`src/rtl/code_converter_pipe.sv`:
```
// Two-stage pipelined multi-digit code converter: binary/Gray and BCD/excess-3 in both
// directions, with valid/ready handshakes, invalid-digit flagging and a saturating error count.
module code_converter_pipe #(
  parameter int DIGITS = 2,
  parameter int ERR_W  = 8
) (
  input  logic                  clk,
  input  logic                  rst_n,
  input  logic                  in_valid,
  output logic                  in_ready,
  input  logic [4*DIGITS-1:0]   in_data,
  input  logic [1:0]            mode,
  output logic                  out_valid,
  input  logic                  out_ready,
  output logic [4*DIGITS-1:0]   out_data,
  output logic                  out_err,
  input  logic                  clr_err,
  output logic [ERR_W-1:0]      err_count
);

  localparam int W = 4 * DIGITS;
  localparam logic [ERR_W-1:0] ERR_MAX = '1;

  typedef enum logic [1:0] {
    MODE_B2G    = 2'b00,
    MODE_G2B    = 2'b01,
    MODE_BCD2X3 = 2'b10,
    MODE_X32BCD = 2'b11
  } mode_e;

  logic             s1_valid_q;
  logic [W-1:0]     s1_data_q;
  mode_e            s1_mode_q;
  logic             s2_valid_q;
  logic [W-1:0]     s2_data_q;
  logic             s2_err_q;
  logic [ERR_W-1:0] err_count_q;
  logic [ERR_W-1:0] err_count_d;

  logic             s2_ready;
  logic             in_hs;
  logic [W-1:0]     conv_data;
  logic             conv_err;
  logic             acc;
  logic [3:0]       nib;

  // Ready is derived only from registered valids and out_ready, never from in_valid.
  assign s2_ready = !s2_valid_q || out_ready;
  assign in_ready = !s1_valid_q || s2_ready;
  assign in_hs    = in_valid && in_ready;

  always_ff @(posedge clk or negedge rst_n) begin
    if (!rst_n) begin
      s1_valid_q <= 1'b0;
      s1_data_q  <= '0;
      s1_mode_q  <= MODE_B2G;
    end else if (in_hs) begin
      s1_valid_q <= 1'b1;
      s1_data_q  <= in_data;
      s1_mode_q  <= mode_e'(mode);
    end else if (s2_ready) begin
      s1_valid_q <= 1'b0;
    end
  end

  // Decimal modes treat every nibble independently; no carry crosses digit boundaries.
  always_comb begin
    conv_data = '0;
    conv_err  = 1'b0;
    acc       = 1'b0;
    nib       = '0;
    case (s1_mode_q)
      MODE_B2G: conv_data = s1_data_q ^ (s1_data_q >> 1);
      MODE_G2B: begin
        for (int i = W - 1; i >= 0; i--) begin
          acc          = acc ^ s1_data_q[i];
          conv_data[i] = acc;
        end
      end
      MODE_BCD2X3: begin
        for (int d = 0; d < DIGITS; d++) begin
          nib = s1_data_q[4*d +: 4];
          if (nib <= 4'd9) begin
            conv_data[4*d +: 4] = nib + 4'd3;
          end else begin
            conv_data[4*d +: 4] = 4'hF;
            conv_err            = 1'b1;
          end
        end
      end
      default: begin
        for (int d = 0; d < DIGITS; d++) begin
          nib = s1_data_q[4*d +: 4];
          if (nib >= 4'd3 && nib <= 4'd12) begin
            conv_data[4*d +: 4] = nib - 4'd3;
          end else begin
            conv_data[4*d +: 4] = 4'hF;
            conv_err            = 1'b1;
          end
        end
      end
    endcase
  end

  always_ff @(posedge clk or negedge rst_n) begin
    if (!rst_n) begin
      s2_valid_q <= 1'b0;
      s2_data_q  <= '0;
      s2_err_q   <= 1'b0;
    end else if (s2_ready) begin
      s2_valid_q <= s1_valid_q;
      if (s1_valid_q) begin
        s2_data_q <= conv_data;
        s2_err_q  <= conv_err;
      end
    end
  end

  assign out_valid = s2_valid_q;
  assign out_data  = s2_data_q;
  assign out_err   = s2_err_q;

  // Clear has priority over a coincident increment; the count sticks at its maximum.
  always_comb begin
    err_count_d = err_count_q;
    if (clr_err) begin
      err_count_d = '0;
    end else if (out_valid && out_ready && out_err && err_count_q != ERR_MAX) begin
      err_count_d = err_count_q + ERR_W'(1);
    end
  end

  always_ff @(posedge clk or negedge rst_n) begin
    if (!rst_n) begin
      err_count_q <= '0;
    end else begin
      err_count_q <= err_count_d;
    end
  end

  assign err_count = err_count_q;

endmodule
```
`config.mk`:
```
export PLATFORM = sky130hd
export DESIGN_NAME = code_converter_pipe
export DESIGN_NICKNAME = d
export VERILOG_FILES = /design/src/rtl/code_converter_pipe.sv
export SDC_FILE = /design/constraint.sdc
export NUM_CORES = 1
export LEC_CHECK = 0
export ABC_AREA = 1
export CAP_MARGIN = 20
export CORE_MARGIN = 1.5
export CORE_UTILIZATION = 57
export CTS_CLUSTER_DIAMETER = 30
export DETAILED_ROUTE_END_ITERATION = 16
export PLACE_DENSITY = 0.85
export SYNTH_ARGS = -nofsm -noshare
export SYNTH_HDL_FRONTEND = slang
export SYNTH_SLANG_ARGS = --single-unit
```
`constraint.sdc`:
```
create_clock -name clk -period 5.35 [get_ports clk]
set_input_delay 1.605 -clock clk [delete_from_list [all_inputs] [get_ports clk]]
set_output_delay 1.605 -clock clk [all_outputs]
set_load 0.03 [all_outputs]
```
==> results_dict.tcl <==
set metrics [dict create \
    drc 0 \
    finalInstanceArea_sq_mm 0.00245 \
    min_path_cells 2 \
    fin_nets 333 \
    fillCellCount 301 \
    drt_iter0_markers 125 \
    port-buffer-count 33 \
    cts.sinks 29 \
    antenna_found_initial 0 \
    max_clock_freq_ghz 0.215 \
    post-place-ws_ps 704 \
    synth_top_area_cell "dfrtp_1" \
    coreArea_sq_mm 0.00336 \
    synth-seq-cells 29 \
    grt_max_degree 30 \
    htreeDepth 2 \
    r2r_slack_ps 3190 \
    cpPeakStageDelay_ps 710 \
    syn_to_final_growth_pct 21.3 \
    cap_violations 0 \
    yosysWarningCount 0 \
    critPathTopFamily "buffers and inverters" \
    cts_resized 0 \
    worst_setup_path_start_kind "input pin" \
    tightest_slew_ps 641 \
    via_per_inst 5.31 \
    synth_fp_nets 296 \
    dp_hpwl_mm 3.27 \
    whs_ps 497 \
    arrival_ps 3050 \
    syn_area_sq_mm 0.00202 \
    ys_top_cells_by_area "dfrtp_1 (36%), ha_1 (14%), nand2_1 (9.7%)" \
    reg2reg_depth 14 \
    drv_slew 0 \
    crit_chain "clkdlybuf4s50_1, inv_1, nand3_1, clkdlybuf4s50_1" \
    pin_count 34 \
    drive_above_1_share_pct 7.43 \
    placed_area_sq_mm 0.00240 \
    cp_common_cell "clkdlybuf4s50_1" \
    cts_tree "built" \
    gp_congestion 0.878 \
    rsz0062_at_grt "no" \
    worstPathRequired_ps 3740 \
    path_max_fanout 3 \
    hold_class "flop to flop" \
    rows 21 \
    die_h_um 62.5 \
    relSlewSlack_pct 57.1 \
    power_density_mw_per_mm2 344 \
    setup_viol 0 \
    vias 1815 \
    grt_pass1_vias 1795 \
    slowest_stage "clkdlybuf4s50_1" \
    post_cts_buffers 0 \
    avgRoutedWirePerCell_um 12.6 \
    instances_no_fill 342 \
    dr.pass1.iters 4 \
    fin_crit_sh_pct 87.1 \
    crit_path_end_kind "primary output" \
    fp.dieW_um 62.5 \
    setup_slack_ps 693 \
    grt_use_total_pct 25.5 \
    p_leak_nw 1.17 \
    numCtsBuffers 5 \
    min_period_ps 4660 \
    insertion_delay_ps 340 \
    fin_worst_skew_ps 15.1 \
    drtAntennaViolNets 0 \
    synthDistinctLibCells 31 \
    synth.avg_cell_area_sq_um 7.82 \
    start_util_pct 60.0 \
    totalWireLength_mm 4.32 \
    n_antenna_cell 0 \
    grt_overflow 0 \
    r2r-end "out_data[0]$_DFFE_PN0P_" \
    synth_top_area_share_pct 36.0 \
    status "completed" \
    grt_first_pass_wirelength_mm 8.00 \
    clk_pin_slew_ps 90 \
    ys_seq_area_share_pct 36.0 \
    cts_root_buf "clkbuf_4" \
    dp_cells 334 \
    clockBufferDepth 2 \
    vdd_ir_drop_max_mv 0.182 \
    worstHoldEndpoint "out_data[4]$_DFFE_PN0P_" \
    criticalPathCategory "input pin to primary output" \
    die-area_sq_mm 0.00391 \
    syn-instance-count 258 \
    crit_buf_inv 3 \
    hold_buffers 0 \
    min-delay-start "out_data[4]$_DFFE_PN0P_" \
    hold_violations 0 \
    reg2reg_from "s1_data_q[6]$_DFFE_PN0P_" \
    fin_tns_setup_ps 0 \
]
-- placed cells by master (no fill, tap or decap), types with 4 or more instances in the layout --
cell type | netlist | final
clkbuf_4 | 0 | 5
ha_1 | 23 | 23
nand2_2 | 4 | 4
nand3_1 | 14 | 14
clkdlybuf4s50_1 | 0 | 33
nand2_1 | 52 | 52
nor2_1 | 19 | 19
o211ai_1 | 4 | 4
o21ai_0 | 19 | 19
dfrtp_1 | 29 | 29
xor2_1 | 5 | 5
a21oi_1 | 22 | 22
inv_1 | 33 | 33
-- synthesized netlist by cell type, drive strengths merged --
cell type and count:
a21oi 22, o2111ai 1, o211ai 4, ha 23
xnor2 3, a31oi 2, a21o 1, or2 3
clkbuf 3, nor3 2, inv 36, nand3 17
nor3b 1, a21boi 1, xor2 5, nand2 56
a211oi 3, a221oi 1, dfrtp 29, o22ai 3
buf 1, nand4 1, o21ai 20, nor2 20
-- logic make-up (layout without fill, tap and decap cells) --
group | after synthesis | after routing | synth area share (%)
AND/OR/NAND/NOR | 100 | 100 | 22.6
buffers and inverters | 40 | 78 | 7.56
AO/OA/AOI/OAI | 58 | 58 | 16.2
flip-flops | 29 | 29 | 36.0
XOR/XNOR | 8 | 8 | 3.47
adder cells (fa/ha/maj) | 23 | 23 | 14.3
-- flip-flops by register name, indices dropped and copies added, names as in the netlist --
signal / count
out_valid: 1
s1_data_q: 8
out_err: 1
out_data: 8
err_count: 8
s1_valid_q: 1
s1_mode_q: 2
-- per-layer routing --
| metal | share of wire, % | vias up | track usage, % |
|---|---|---|---|
| met4 | 1.9 | 0 | 9.72 |
| met2 | 48 | 64 | 43.4 |
| li1 | - | 918 | - |
| met1 | 44 | 824 | 31.6 |
| met3 | 6.0 | 9 | 5.77 |
| met5 | 0 | - | 0 |
-- worst max path at each step --
stage	startpoint	end	cells past startpoint	slack [ps]
6_report	out_ready	in_ready	4	690
5_1_grt	out_ready	in_ready	4	640
4_1_cts	out_ready	in_ready	4	690
3_5_place_dp	out_ready	in_ready	4	700
3_3_place_gp	out_ready	in_ready	4	700
2_1_floorplan	out_ready	in_ready	2	1820
-- through the flow --
stage,util [%],total power [mW]
global route,72.8,0.910
finish,72.8,0.841
global placement,71.2,0.700
CTS,72.8,0.843
floorplan,-,0.572
detailed placement,71.2,0.710
-- power breakdown --
group	internal, mW	leakage [nW]	total, mW	switching (mW)
Sequential	0.265	0.350	0.311	0.0468
Combinational	0.157	0.791	0.398	0.241
Clock	0.0500	0.0320	0.132	0.0816
Total	0.472	1.17	0.841	0.369
-- cell type report --
| type | instances | area, sq um | area share, % |
|---|---|---|---|
| Multi-Input combinational cell | 189 | 1140 | 46.6 |
| Sequential cell | 29 | 726 | 29.7 |
| Timing Repair Buffer | 34 | 338 | 13.8 |
| Inverter | 36 | 135 | 5.52 |
| Tap cell | 46 | 57.6 | 2.35 |
| Clock buffer | 6 | 41.3 | 1.69 |
| Clock inverter | 2 | 10.0 | 0.409 |
-- worst register-to-register path, stage by stage (launching register included) --
cell	delay (ps)
dfrtp_1	510
inv_1	180
ha_1	360
inv_1	110
nand2_1	60
nand3_1	140
nand2_2	80
nand2_1	110
nand3_2	100
nand3_1	110
nand3_1	80
nand3_1	80
nand2_1	50
nand2_1	50
nand2_1	40
Power figures use the tool's default switching activity.
